`config.mk`:
```
export PLATFORM = sky130hd
export DESIGN_NAME = ovi_vpu_responder
export DESIGN_NICKNAME = d
export VERILOG_FILES = /design/src/rtl/ovi_vpu_responder.sv
export SDC_FILE = /design/constraint.sdc
export NUM_CORES = 1
export LEC_CHECK = 0
export ABC_AREA = 1
export ABC_CLOCK_PERIOD_IN_PS = 6200
export CAP_MARGIN = 5
export CORE_MARGIN = 2
export CORE_UTILIZATION = 45
export CTS_CLUSTER_SIZE = 24
export DETAILED_ROUTE_END_ITERATION = 6
export PLACE_DENSITY = 0.7
export SYNTH_ARGS = -nofsm -noshare
export SYNTH_HDL_FRONTEND = slang
export SYNTH_SLANG_ARGS = --single-unit
```
`constraint.sdc`:
```
create_clock -name CLK -period 6.2 [get_ports CLK]
set_clock_uncertainty 0.05 [all_clocks]
set_input_delay 1.24 -clock CLK [delete_from_list [all_inputs] [get_ports CLK]]
set_output_delay 1.24 -clock CLK [all_outputs]
set_load 0.1 [all_outputs]
```
`src/rtl/ovi_vpu_responder.sv`:
```
// Behavioural VPU responder for the OVI issue/dispatch/completed channels.
// Optional random completion latency is enabled by defining OVI_RESP_RANDLAT_EN.
module ovi_vpu_responder #(
  parameter int unsigned DEPTH     = 4,
  parameter int unsigned LATENCY   = 3,
  parameter logic [7:0]  LFSR_SEED = 8'hA5
) (
  input  logic                         CLK,
  input  logic                         RESET,
  input  logic                         ISSUE_VALID,
  input  logic [31:0]                  ISSUE_INSTR,
  input  logic [4:0]                   ISSUE_SB_ID,
  input  logic [39:0]                  ISSUE_CSR,
  input  logic [63:0]                  ISSUE_DATA,
  output logic                         ISSUE_CREDIT,
  input  logic                         DISPATCH_VALID,
  input  logic                         DISPATCH_NEXT_SENIOR,
  input  logic                         DISPATCH_KILL,
  input  logic [4:0]                   DISPATCH_SB_ID,
  output logic                         COMPLETED_VALID,
  output logic [4:0]                   COMPLETED_SB_ID,
  output logic [4:0]                   COMPLETED_FFLAGS,
  output logic                         COMPLETED_VXSAT,
  output logic [63:0]                  COMPLETED_DEST_REG,
  output logic [13:0]                  COMPLETED_VSTART,
  output logic                         COMPLETED_ILLEGAL,
  output logic                         PROTO_ERR,
  output logic [$clog2(DEPTH):0]       OCCUPANCY
);

  localparam int unsigned AW = $clog2(DEPTH);
  localparam int unsigned CW = AW + 1;
  localparam logic [CW-1:0] DEPTH_C = CW'(DEPTH);
  localparam logic [7:0]    LAT_C   = 8'(LATENCY - 1);

  typedef enum logic [1:0] {H_IDLE, H_WAIT, H_DONE} head_state_e;
  typedef enum logic {T_INIT, T_RUN} top_state_e;

  // Handshake: ISSUE_VALID and DISPATCH_VALID are single-cycle strobes with no
  // back-pressure; the issuer may only issue against credits it holds, and
  // every strobe is consumed in the cycle it is high.

  logic [4:0]       sb_q   [DEPTH];
  logic [63:0]      data_q [DEPTH];
  logic [DEPTH-1:0] ill_q;
  logic [DEPTH-1:0] disp_q, disp_d, kill_q, kill_d;
  logic [AW-1:0]    head_q, head_d, tail_q, tail_d, dptr_q, dptr_d;
  logic [CW-1:0]    count_q, count_d, undisp_q, undisp_d;
  logic [CW-1:0]    pend_q, pend_d, init_q, init_d;
  logic [7:0]       lat_q, lat_d, lat_load;
  logic             proto_q, proto_d;
  head_state_e      hs_q, hs_d;
  top_state_e       top_q, top_d;

  logic full, push, push_err, head_valid, disp_any, disp_apply, disp_kill, disp_err;
  logic disp_hit_head, head_disp, head_kill, pop, comp_valid, credit, run_pulse;
  logic issue_ill;

`ifdef OVI_RESP_RANDLAT_EN
  logic [7:0] lfsr_q;
  always_ff @(posedge CLK) begin
    if (RESET) lfsr_q <= LFSR_SEED;
    else       lfsr_q <= {lfsr_q[6:0], lfsr_q[7] ^ lfsr_q[5] ^ lfsr_q[4] ^ lfsr_q[3]};
  end
  assign lat_load = {5'b0, lfsr_q[2:0]};
  logic unused_ok;
  assign unused_ok = ^{ISSUE_CSR, ISSUE_INSTR[31:7], LAT_C};
`else
  assign lat_load = LAT_C;
  logic unused_ok;
  assign unused_ok = ^{ISSUE_CSR, ISSUE_INSTR[31:7], LFSR_SEED};
`endif

  assign issue_ill = !(ISSUE_INSTR[6:0] inside {7'h57, 7'h07, 7'h27});

  // Dispatch targets the oldest undispatched entry; a malformed strobe is
  // flagged but still applied as a kill.
  always_comb begin
    full          = (count_q == DEPTH_C);
    push          = ISSUE_VALID && !full;
    push_err      = ISSUE_VALID && full;
    head_valid    = (count_q != '0);
    disp_any      = (undisp_q != '0);
    disp_apply    = DISPATCH_VALID && disp_any;
    disp_kill     = DISPATCH_KILL || !DISPATCH_NEXT_SENIOR;
    disp_err      = DISPATCH_VALID && (!disp_any || (DISPATCH_KILL == DISPATCH_NEXT_SENIOR) ||
                    (DISPATCH_SB_ID != sb_q[dptr_q]));
    disp_hit_head = disp_apply && (dptr_q == head_q);
    head_disp     = disp_q[head_q] || disp_hit_head;
    head_kill     = kill_q[head_q] || (disp_hit_head && disp_kill);
  end

  // Head FSM sees this cycle's dispatch so a freshly committed head starts at once.
  always_comb begin
    hs_d       = hs_q;
    lat_d      = lat_q;
    pop        = 1'b0;
    comp_valid = 1'b0;
    case (hs_q)
      H_IDLE: begin
        if (head_valid && head_disp) begin
          if (head_kill) begin
            pop = 1'b1;
          end else begin
            hs_d  = H_WAIT;
            lat_d = lat_load;
          end
        end
      end
      H_WAIT: begin
        if (lat_q == 8'd0) hs_d = H_DONE;
        else               lat_d = lat_q - 8'd1;
      end
      H_DONE: begin
        comp_valid = 1'b1;
        pop        = 1'b1;
        hs_d       = H_IDLE;
      end
      default: hs_d = H_IDLE;
    endcase
  end

  always_comb begin
    top_d     = top_q;
    init_d    = init_q;
    credit    = 1'b0;
    run_pulse = 1'b0;
    case (top_q)
      T_INIT: begin
        credit = (init_q != '0);
        if (init_q != '0) init_d = init_q - CW'(1);
        if (init_q <= CW'(1)) top_d = T_RUN;
      end
      T_RUN: begin
        credit    = (pend_q != '0);
        run_pulse = credit;
      end
      default: top_d = T_INIT;
    endcase
    pend_d = pend_q + CW'(pop) - CW'(run_pulse);
  end

  always_comb begin
    disp_d = disp_q;
    kill_d = kill_q;
    if (disp_apply) begin
      disp_d[dptr_q] = 1'b1;
      kill_d[dptr_q] = disp_kill;
    end
    if (push) begin
      disp_d[tail_q] = 1'b0;
      kill_d[tail_q] = 1'b0;
    end
    if (pop) begin
      disp_d[head_q] = 1'b0;
      kill_d[head_q] = 1'b0;
    end
    head_d   = head_q + AW'(pop);
    tail_d   = tail_q + AW'(push);
    dptr_d   = dptr_q + AW'(disp_apply);
    count_d  = count_q + CW'(push) - CW'(pop);
    undisp_d = undisp_q + CW'(push) - CW'(disp_apply);
    proto_d  = proto_q || push_err || disp_err;
  end

  always_ff @(posedge CLK) begin
    if (RESET) begin
      head_q   <= '0;
      tail_q   <= '0;
      dptr_q   <= '0;
      count_q  <= '0;
      undisp_q <= '0;
      disp_q   <= '0;
      kill_q   <= '0;
      pend_q   <= '0;
      init_q   <= DEPTH_C;
      lat_q    <= '0;
      proto_q  <= 1'b0;
      hs_q     <= H_IDLE;
      top_q    <= T_INIT;
    end else begin
      head_q   <= head_d;
      tail_q   <= tail_d;
      dptr_q   <= dptr_d;
      count_q  <= count_d;
      undisp_q <= undisp_d;
      disp_q   <= disp_d;
      kill_q   <= kill_d;
      pend_q   <= pend_d;
      init_q   <= init_d;
      lat_q    <= lat_d;
      proto_q  <= proto_d;
      hs_q     <= hs_d;
      top_q    <= top_d;
    end
  end

  // Payload storage needs no reset: entries are only read while counted valid.
  always_ff @(posedge CLK) begin
    if (push) begin
      sb_q[tail_q]   <= ISSUE_SB_ID;
      data_q[tail_q] <= ISSUE_DATA;
      ill_q[tail_q]  <= issue_ill;
    end
  end

  assign ISSUE_CREDIT       = credit && !RESET;
  assign COMPLETED_VALID    = comp_valid && !RESET;
  assign COMPLETED_SB_ID    = COMPLETED_VALID ? sb_q[head_q] : '0;
  assign COMPLETED_DEST_REG = COMPLETED_VALID ? data_q[head_q] : '0;
  assign COMPLETED_ILLEGAL  = COMPLETED_VALID && ill_q[head_q];
  assign COMPLETED_FFLAGS   = '0;
  assign COMPLETED_VXSAT    = 1'b0;
  assign COMPLETED_VSTART   = '0;
  assign PROTO_ERR          = proto_q;
  assign OCCUPANCY          = count_q;

endmodule

```
## After elaboration in Yosys (flattened, before gate mapping)

Memory sizes are Yosys's and may differ from the RTL's. A register that Yosys moved wholly into a read port is not among the register bits.
Index checks and enable logic that the tools add are counted.

| storage, ports and cells | value |
|---|---|
| register bits after elaboration | 42 |
| RAM bits | 276 |
| output and inout bits | 96 |
| logic and storage cells | 134 |
| memories kept | 2 |

Memory list:

| memory | depth | bits a word | read ports | clocked after Yosys merged registers in | wr ports | RTL line | RTL |
|---|---|---|---|---|---|---|---|
| data_q | 4 | 64 | 1 | 1 | 1 | 44 | `logic [63:0] data_q [DEPTH];` |
| sb_q | 4 | 5 | 2 | 2 | 1 | 43 | `logic [4:0] sb_q [DEPTH];` |

| operators by class | value |
|---|---|
| $add $sub $neg | 11 |
| order comparisons | 7 |
| equality and inequality tests | 13 |
| multiplexer cells | 43 |
| bitwise gates (word level) | 8 |
| reduce and logical (&&, ||, !) cells | 36 |

Operators by type and width:

| kind | count |
|---|---|
| $mux W64 | 1 |
| $mux W4 | 6 |
| $mux W8 | 3 |
| $and A4 B4 Y4 | 4 |
| $pmux W8 S2 | 1 |
| $reduce_bool A3 Y1 | 5 |
| $mux W1 | 14 |
| $logic_and A1 B1 Y1 | 13 |
| $mux W2 | 6 |
| $add A3 B1 Y3 | 3 |
| $lt A2 B3 Y1 const B | 3 |
| $sub A3 B1 Y3 | 3 |
| $bwmux W4 | 2 |
| $logic_not A8 Y1 | 1 |
| $ne A2 B2 Y1 const B | 4 |
| $not A4 Y4 | 2 |
| $sub A8 B1 Y8 const B | 1 |
| $eq A7 B3 Y1 const B | 1 |
| $eq A7 B6 Y1 const B | 1 |
| $eq A7 B7 Y1 const B | 1 |
| $logic_or A1 B1 Y1 | 7 |
| $add A2 B1 Y2 | 3 |
| $bmux W1 S2 | 3 |
| $demux W1 S2 | 3 |
| other kinds (20) | 27 |

## Logic depth before layout (Yosys ltp)

Gate-level depths: netlist (run 1).

| depth | value |
|---|---|
| depth after elaboration | 10 |
| mapped depth | 18 |

## Worst setup path after synthesis (run 1)

OpenSTA, ideal clock, no wires.

| path | value |
|---|---|
| path type | input to register |
| from | input ISSUE_VALID |
| to | memory data_q[0][0], enable pin |
| setup time | 499 ps |
| arrival time | 4369 ps |
| required time | 5651 ps |
| path slack | 1282 ps |
| cell stages on the path | 2 |
| path buffers | 0 |
| cell sequence | nand2_1 -> nor2_1 |

| between the ends | value |
|---|---|
| cells in the longest elaborated chain, start to end | 3 |

Ends and longest elaborated chain:

| what | RTL line | RTL |
|---|---|---|
| start, declared | 10 | `input logic ISSUE_VALID,` |
| $logic_and A1 B1 Y1 | 80 | `push = ISSUE_VALID && !full;` |
| $mux W1 | 200 | `if (push) begin` |
| $mux W1 (not written as such) | 202 | `data_q[tail_q] <= ISSUE_DATA;` |
| end, declared | 44 |  |

Every way passes these cells.

## Worst setup path in the final report (run 1)

| path | value |
|---|---|
| from | input RESET |
| to | output ISSUE_CREDIT |

| between the ends | value |
|---|---|
| cells in the longest elaborated chain, start to end | 2 |

Ends and longest elaborated chain:

| what | RTL line | RTL |
|---|---|---|
| start, declared | 9 | `input logic RESET,` |
| $logic_not A1 Y1 | 207 | `assign ISSUE_CREDIT = credit && !RESET;` |
| $logic_and A1 B1 Y1 | 207 |  |
| end, declared | 15 | `output logic ISSUE_CREDIT,` |

Every way passes these cells.

==> run summary, run 1 <==
Flops & latches, synth = 318
Synth Warn # = 0
Pre-antenna DRT Iters = 6
Detailed-route DRC error count = 0
Worst slew pin tran = 1030 ps
# rows = 61
Cells after synthesis = 936
CTS tree = done
Share of cells above drive strength 1 = 14.8%
RSZ-0062 raised after global routing = no
Initial antenna violation count = 1
Hold buffers post-CTS = 0
Fraction of registers with async set/reset = 0%
Crit path arrival time = 3310 ps
# clock sinks = 318
CP Max Fanout = 21
# setup viols final = 0
Cell area after synthesis = 12,600 um2
Core area = 27,700 um2
Mean Syn Cell Area = 13.5 um2
Data required, critical path = 4910 ps
WS Path Type = in -> out
Clock latency at the later pin of the worst-skew pair = 500 ps
Pin count of the biggest net entering global routing = 53
Fin crit share = 74.2%
DRT iter0 DRCs = 567
Power per cell area = 389 nW/um2
Clk slew on worst S/H paths = 50 ps
Final worst path period need = 4600 ps
R2r endpoint = pend_q[2]
Achievable frequency = 217 MHz
Die area = 29,500 um2
Post-DRT Antenna Nets = 0
Synth Flop Type = edfxtp_1
Area growth, synth to finish = 22.9%
Switching share of power = 31.6%
Int Pwr = 0.00414 W
Fin. max-slew vios = 0
GRT Util Overall = 18.9%
Max-Cap Viols = 0
Hold EP = pend_q[2]
Setup tns final = 0 ps
WL met2 = 13,700 um
Met3 wire len = 2200 um
DP HPWL = 16,000 um
CP Launch Type = primary input
Post-route cell area = 15,500 um2
Hold Path Depth = 1
Synth unique cells = 36
Power consumption = 0.00605 W
Vias after detailed routing = 7,941
DIE WIDTH = 172 um
Hold crit path type = reg -> reg
VDD IR-drop max = 270 uV
First-pass GRT wire length = 42,600 um
Max clock buf depth = 3
Met1 Routed Length = 11,800 um
Post-CTS Resized = 0
Sequential power share = 44.7%
Initial core utilization = 45.6%
Die H = 172 um
Fin nets = 1,277
Vias in the first global route = 7,912
Fin. Hold Viols = 0
Via-per-instance ratio = 5.26
WL per Instance = 18.6 um
Sequential-to-total area share from yosys stat = 72.5%
Post-DP Area = 14,500 um2
FF-to-FF Start = head_q[0]
P_sw = 0.00191 W
Clock share of power = 32.1%
Detailed-route wire length = 28,200 um
Critical Path End Type = primary output
Status = finished, final reports clean
CTS root buf = clkbuf_16
I/O Pins = 248
Leak = 5.55 nW
FF-to-FF setup slack = 2570 ps
Hold WS = 395 ps
FF-to-FF path depth = 17
Final core occ = 56.1%
Hold path start = pend_q[2]
GRT overflow = 0
GPL Wtd Cong = 0.820
Uppermost layer routed = met4
Number of H-tree levels = 2
Port Buffers = 162
Number of flops mapped to enable cells by yosys = 280
Logic gate share of total power = 23.2%
Setup bufs post-CTS = 0
Inserted Clock Buffers = 36
Max_slew headroom = 31.4%
[layout make-up]
cell class                 count  area [um2]
timing repair buffer         179        1600
clock buffer                  46         948
clock inverter                16         124
fill                        2250       12200
multi-input combinational    508        2990
antenna                        1        2.50
sequential                   318        9170
inverter                      64         243
tap                          378         473
[per-layer routing]
layer  up-vias  global-route usage (%)
li1       3774                       -
met1      3874                    24.1
met2       255                    31.8
met3        38                    5.20
met4         0                    5.31
met5         -                       0
[critical path, stage by stage]
cell             delay (ps)
clkdlybuf4s50_1         430
buf_4                   240
nor2_1                  210
clkdlybuf4s50_1        1170
[logic make-up after synthesis]
group,synth area share (%)
mux,0.0791
xor+xnor,0.623
other cells,0.0297
compound gates,12.9
simple gates,7.18
fa+ha+maj,1.96
buf+inv,4.70
flops,72.5
[cell usage after synthesis (all sizes together) (2+ instances only)]
cell type / count / share of area (%)
xnor2: 4 / 0.28
nand2: 114 / 3.5
xor2: 5 / 0.35
o21ai: 14 / 0.55
a22oi: 140 / 8.3
fa: 3 / 0.47
a21oi: 92 / 3.8
nand3: 28 / 1.3
edfxtp: 280 / 66
nand4: 2 / 0.099
ha: 15 / 1.5
buf: 33 / 1.8
dfxtp: 38 / 6.0
nor2: 63 / 2.1
inv: 64 / 1.9
clkbuf: 32 / 0.95
[registers in the layout (all words and copies together) (netlist names)]
name	flops
OCCUPANCY	3
PROTO_ERR	1
data_q	256
disp_q	4
dptr_q	2
head_q	2
hs_q	2
ill_q	4
init_q	3
kill_q	4
lat_q	8
pend_q	3
sb_q	20
tail_q	2
top_q	1
undisp_q	3
[cell usage in the layout (no fill, tap or decap), types with 14 or more instances in the layout]
| cell | instances |
|---|---|
| clkbuf_16 | 36 |
| conb_1 | 20 |
| buf_4 | 86 |
| edfxtp_1 | 280 |
| inv_1 | 57 |
| dfxtp_1 | 38 |
| ha_1 | 15 |
| nand3_1 | 23 |
| a21oi_1 | 87 |
| clkdlybuf4s50_1 | 91 |
| a22oi_1 | 140 |
| nor2_1 | 56 |
| o21ai_0 | 14 |
| nand2_1 | 107 |
[through the flow]
step | std cells | setup slack, ps
after floorplan | 955 | 1280
after global placement | 1447 | 1570
after detailed placement | 1447 | 1590
after CTS | 1509 | 1590
after global routing | 1509 | 1460
final | 1510 | 1600
[power groups by stage]
stage	clock [W]	combinational [W]	sequential [W]
floorplan	0	0.00102	0.00279
global placement	0	0.00139	0.00274
detailed placement	0	0.00141	0.00275
CTS	0.00198	0.00141	0.00271
global route	0.00206	0.00156	0.00273
finish	0.00194	0.00140	0.00271
[how the worst max path moves through the flow]
stage,endpoint,cells after the start,startpoint
floorplan,data_q[0][0],2,ISSUE_VALID
global placement,COMPLETED_DEST_REG[17],6,RESET
detailed placement,ISSUE_CREDIT,4,RESET
CTS,ISSUE_CREDIT,4,RESET
global route,COMPLETED_DEST_REG[7],6,RESET
finish,ISSUE_CREDIT,4,RESET
(Power assumes the default switching activity.)
==> run 2: changes to the inputs <==
--- a/config.mk
+++ b/config.mk
@@ -6,13 +6,13 @@
 export NUM_CORES = 1
 export LEC_CHECK = 0
 export ABC_AREA = 1
-export ABC_CLOCK_PERIOD_IN_PS = 6200
+export ABC_CLOCK_PERIOD_IN_PS = 4210
 export CAP_MARGIN = 5
 export CORE_MARGIN = 2
 export CORE_UTILIZATION = 45
 export CTS_CLUSTER_SIZE = 24
 export DETAILED_ROUTE_END_ITERATION = 6
-export PLACE_DENSITY = 0.7
+export PLACE_DENSITY = 0.73
 export SYNTH_ARGS = -nofsm -noshare
 export SYNTH_HDL_FRONTEND = slang
 export SYNTH_SLANG_ARGS = --single-unit
==> constraint.sdc (replaced) <==
create_clock -name CLK -period 4.21 [get_ports CLK]
set_clock_uncertainty 0.05 [all_clocks]
set_input_delay 0.842 -clock CLK [delete_from_list [all_inputs] [get_ports CLK]]
set_output_delay 0.842 -clock CLK [all_outputs]
set_load 0.1 [all_outputs]
==> run 2 against run 1 <==
Global-route usage grew 0.26 points; final area up 6.1%; clock power rose by 52%; sequential cell count unchanged; wire length fell by 0.47%; largest cell class unchanged.
==> run summary, run 2 (synthesis results as in run 1) <==
Most common cell after layout, fill and taps aside = edfxtp_1
DP HPWL = 16,200 um (+1.4%)
Fin nets = 1,279 (+0.16%)
Detailed-route DRC error count = 0 (unchanged)
DIE WIDTH = 172 um (unchanged)
CP max stage cell = dfxtp_1
Leak = 5.79 nW (+4.3%)
Inserted Clock Buffers = 34 (-5.6%)
Critical Path End Type = primary output
# clock sinks = 318 (unchanged)
Fin crit share = 86.7%
Achievable frequency = 274 MHz
Final worst path period need = 3650 ps
Hold crit path type = reg -> reg
Share of cells above drive strength 1 = 15.2% (+0.44 points)
CTS tree = done
Logic gate share of total power = 23.9% (+0.7 points)
Port Buffers = 162 (unchanged)
I/O Pins = 248 (unchanged)
Most frequent cells in the layout = 280 x edfxtp_1, 140 x a22oi_1, 107 x nand2_1, 90 x clkdlybuf4s50_1, 87 x a21oi_1
Vias in the first global route = 8,263 (+4.4%)
Placed Instances = 1,451 (+0.28%)
P_sw = 0.00282 W (+47%)
Die area = 29,500 um2 (unchanged)
Max clock buf depth = 3 (unchanged)
Clk slew on worst S/H paths = 60 ps (about the same)
Power per cell area = 551 nW/um2 (+41%)
Final worst setup slack = 561 ps (-1040 ps)
Crit path largest cell delay = 680 ps (-490 ps)
Detailed-route wire length = 28,000 um (-0.47%)
Top flop regs = data_q x256, sb_q x20, lat_q x8
Worst path bufs/invs = 3 (unchanged)
Data required, critical path = 3320 ps (-1590 ps)
Worst slew pin tran = 968 ps (-58.3 ps)
WS Path Type = reg -> out
Int Pwr = 0.00627 W (+51%)
Vias after detailed routing = 7,976 (+0.44%)
Fin. Hold Viols = 0 (unchanged)
Fin. max-slew vios = 0 (unchanged)
Clock share of power = 32.3% (+0.2 points)
Status = finished, final reports clean
Initial core utilization = 45.6% (unchanged)
Reg with most FFs = data_q
CP Launch Type = flop
Max reg flops = 256 (unchanged)
Switching share of power = 31.0% (-0.63 points)
Post-CTS Resized = 0 (unchanged)
Core area = 27,700 um2 (unchanged)
Sequential power share = 43.7% (-1.0 points)
GRT Util Overall = 19.2% (+0.26 points)
Post-route cell area = 16,500 um2 (+6.1%)
Placement Setup Slack = 494 ps (-1100 ps)
GRT overflow = 0 (unchanged)
Max_slew headroom = 35.2% (+3.8 points)
CP Max Fanout = 46 (+120%)
Setup bufs post-CTS = 0 (unchanged)
DRT iter0 DRCs = 578 (+1.9%)
# setup viols final = 0 (unchanged)
Post-DP Area = 15,400 um2 (+6.3%)
Die H = 172 um (unchanged)
Clock latency at the later pin of the worst-skew pair = 520 ps (+20 ps)
Post-Layout Cell Count = 1,510 (unchanged)
# rows = 61 (unchanged)
VDD IR-drop max = 357 uV (+32%)
RSZ-0062 raised after global routing = no
Area growth, synth to finish = 30.4%
Number of H-tree levels = 2 (unchanged)
CTS root buf = clkbuf_16
WL per Instance = 18.6 um (-0.47%)
Post-DRT Antenna Nets = 0 (unchanged)
GPL Wtd Cong = 0.754 (-8.0%)
Crit path arrival time = 2760 ps (-550 ps)
Crit-path cells = nand2_1 -> inv_2 -> buf_4 -> a22oi_1 -> a21oi_1 -> buf_12
Pin count of the biggest net entering global routing = 72 (+36%)
Pre-antenna DRT Iters = 5 (-1)
Max-Cap Viols = 0 (unchanged)
Via-per-instance ratio = 5.28 (+0.44%)
Initial antenna violation count = 4 (+3)
CP delay by family, top = buffers and inverters
First-pass GRT wire length = 43,400 um (+1.8%)
Hold buffers post-CTS = 0 (unchanged)
-- run 2: stage by stage --
step | hold WS (ps) | util, % | power (W) | TNS, ps
after global placement | 389 | 55.5 | 0.00616 | 0
after detailed placement | 400 | 55.5 | 0.00622 | 0
final | 416 | 59.5 | 0.00908 | 0
after global routing | 439 | 59.5 | 0.00950 | 0
after CTS | 409 | 59.5 | 0.00916 | 0
after floorplan | 374 | - | 0.00560 | -196940
-- run 2: area by class of cell --
type	instances	area (um2)
Sequential cell	318	9170
Tap cell	378	473
Clock buffer	40	873
Clock inverter	18	229
Inverter	64	243
Fill cell	2098	11200
Antenna cell	1	2.50
Timing Repair Buffer	183	2510
Multi-Input combinational cell	508	2990
-- run 2: power by group through the flow --
stage / Combinational [W] / Clock (W) / Sequential [W]
2_1_floorplan: 0.00150 / 0 / 0.00411
3_3_place_gp: 0.00214 / 0 / 0.00402
3_5_place_dp: 0.00219 / 0 / 0.00404
4_1_cts: 0.00220 / 0.00299 / 0.00397
5_1_grt: 0.00238 / 0.00311 / 0.00401
6_report: 0.00217 / 0.00294 / 0.00397
-- run 2: final timing paths --
path	depth (start not counted)	slack, ps	endpoint	start
worst max-delay path	6	560	COMPLETED_DEST_REG[18]	head_q[1]
worst min-delay path	1	420	pend_q[2]	pend_q[2]
worst max register to register	17	1140	pend_q[2]	head_q[1]
worst min register to register	1	420	pend_q[2]	pend_q[2]
-- run 2: metal layers --
layer / GRT usage (%) / wire (um) / vias up
li1: - / - / 3774
met1: 22.9 / 11400 / 3942
met2: 33.2 / 13900 / 213
met3: 6.42 / 2230 / 45
met4: 5.34 / 484 / 2
met5: 0 / 13 / -
==> edit (settings of run 1) <==
Build with the macro `OVI_RESP_RANDLAT_EN` defined.
--- a/src/rtl/ovi_vpu_responder.sv
+++ b/src/rtl/ovi_vpu_responder.sv
@@ -1,5 +1,7 @@
 // Behavioural VPU responder for the OVI issue/dispatch/completed channels.
 // Optional random completion latency is enabled by defining OVI_RESP_RANDLAT_EN.
+`define OVI_RESP_RANDLAT_EN
+
 module ovi_vpu_responder #(
   parameter int unsigned DEPTH     = 4,
   parameter int unsigned LATENCY   = 3,
Check against the original RTL: same outputs for any inputs over 4 cycles, from zero or initial values and one cycle with RESET high; that may be too few to reach the edited logic, so the function may still have changed.
==> edit against run 1 <==
Wire length decreased by 2.0%. Final area grew 1.0%. Global-route usage down 0.63 points. Count of clock-buffer cells in the layout down 4. Synthesized area increased by 1.1%. Worst setup slack gained 0.13 ns. Sequential cell count is 8 higher. Total power grew 2.5%. Critical path type unchanged. Largest power group unchanged.
==> edit: results (changes against run 1) <==
Synth Area in Compound Gates -> 0.127 (was 0.129)
Antenna cells -> 0 (was 1)
Multiplexer area fraction after synthesis -> 0 (was 0.000791)
Share of cells above drive strength 1 -> 0.130 (was 0.148)
Total Routing Usage GR -> 0.183 (was 0.189)
Post-DP HPWL -> 16000 um (about the same)
Status -> completed (unchanged)
Adder-cell share of the synthesized area -> 0.0194 (was 0.0196)
Worst vdd ir -> 0.295 mV (was 0.270 mV)
Post-Synth XOR/XNOR Area -> 0.00685 (was 0.00623)
Pleak -> 0.00567 uW (was 0.00555 uW)
Regs by FF count -> data_q: 256 flops, sb_q: 20 flops (was data_q: 256 flops, sb_q: 20 flops, lat_q: 8 flops)
Register area share after synthesis -> 0.730 (was 0.725)
DR WL/cell -> 18.0 um (was 18.6 um)
Vias in the first global route -> 7923 (was 7912)
Fillers -> 2243 (was 2250)
Final Net Count -> 1300 (was 1277)
WL final -> 27600 um (was 28200 um)
Sw Share -> 0.317 (was 0.316)
CTS buffer count -> 34 (was 36)
Drt via density -> 5.25 (was 5.26)
Largest net degree at the start of global routing -> 56 (was 53)
Synth area leaders -> edfxtp_1, a22oi_1, dfxtp_1 (unchanged)
CP Max Fanout -> 30 (was 21)
Syn Area/Cell -> 13.3 um^2 (was 13.5 um^2)
Post-synth top cells -> edfxtp_1, a22oi_1, nand2_1 (unchanged)
Library cells used by synthesis -> 30 (was 36)
## edit: path summary, 6_finish.rpt
kind                                           start                     end  slack (ns)  cells past startpoint
worst max register to register  head_q[0]$_SDFF_PP0_    pend_q[2]$_SDFF_PP0_        2.40                     17
worst min register to register  lfsr_q[6]$_SDFF_PP0_    lfsr_q[7]$_SDFF_PP1_        0.36                      1
worst max-delay path                           RESET  COMPLETED_DEST_REG[10]        1.73                      6
worst min-delay path            lfsr_q[6]$_SDFF_PP0_    lfsr_q[7]$_SDFF_PP1_        0.36                      1
## edit: cells by family after synthesis
kind of cell    count (synthesis)
flops                         326
compound gates                253
simple gates                  218
buf+inv                       137
fa+ha+maj                      18
xor+xnor                       10
other cells                     1
## edit: worst max-delay path, cell delays in order
cell             delay (ns)
clkdlybuf4s50_1        0.44
nor2_1                 0.24
inv_2                  0.36
buf_4                  0.34
a21oi_1                0.20
buf_4                  0.33
## edit: final cells by class
cell class,count,area (um^2),area share
multi-input cells,519,2960,0.189
clock inverters,18,180,0.0115
clock buffers,42,903,0.0575
repair buffers,178,1590,0.101
inverters,71,269,0.0171
well taps,378,473,0.0301
flip-flops and latches,326,9330,0.594
## edit: metal layers
layer  wire length [um]  track usage
met1              11700        0.238
met2              13100        0.299
met3               2300       0.0605
met5                 13            0
met4                473       0.0445
## edit: through the flow
stage / setup slack [ns] / area (um^2) / hold WS (ns) / power [uW]
CTS: 1.70 / 15700 / 0.366 / 6240
detailed placement: 1.52 / 14600 / 0.353 / 4300
finish: 1.73 / 15700 / 0.361 / 6200
floorplan: 0.301 / 12900 / 0.339 / 3910
global placement: 1.57 / 14600 / 0.343 / 4260
global route: 1.59 / 15700 / 0.382 / 6520
## edit: power groups by stage
stage               clock network (uW)  registers, uW  logic, uW
detailed placement                   0           2820       1480
floorplan                            0           2870       1040
global route                      2090           2800       1640
global placement                     0           2810       1450
finish                            1960           2770       1470
CTS                               1990           2770       1480
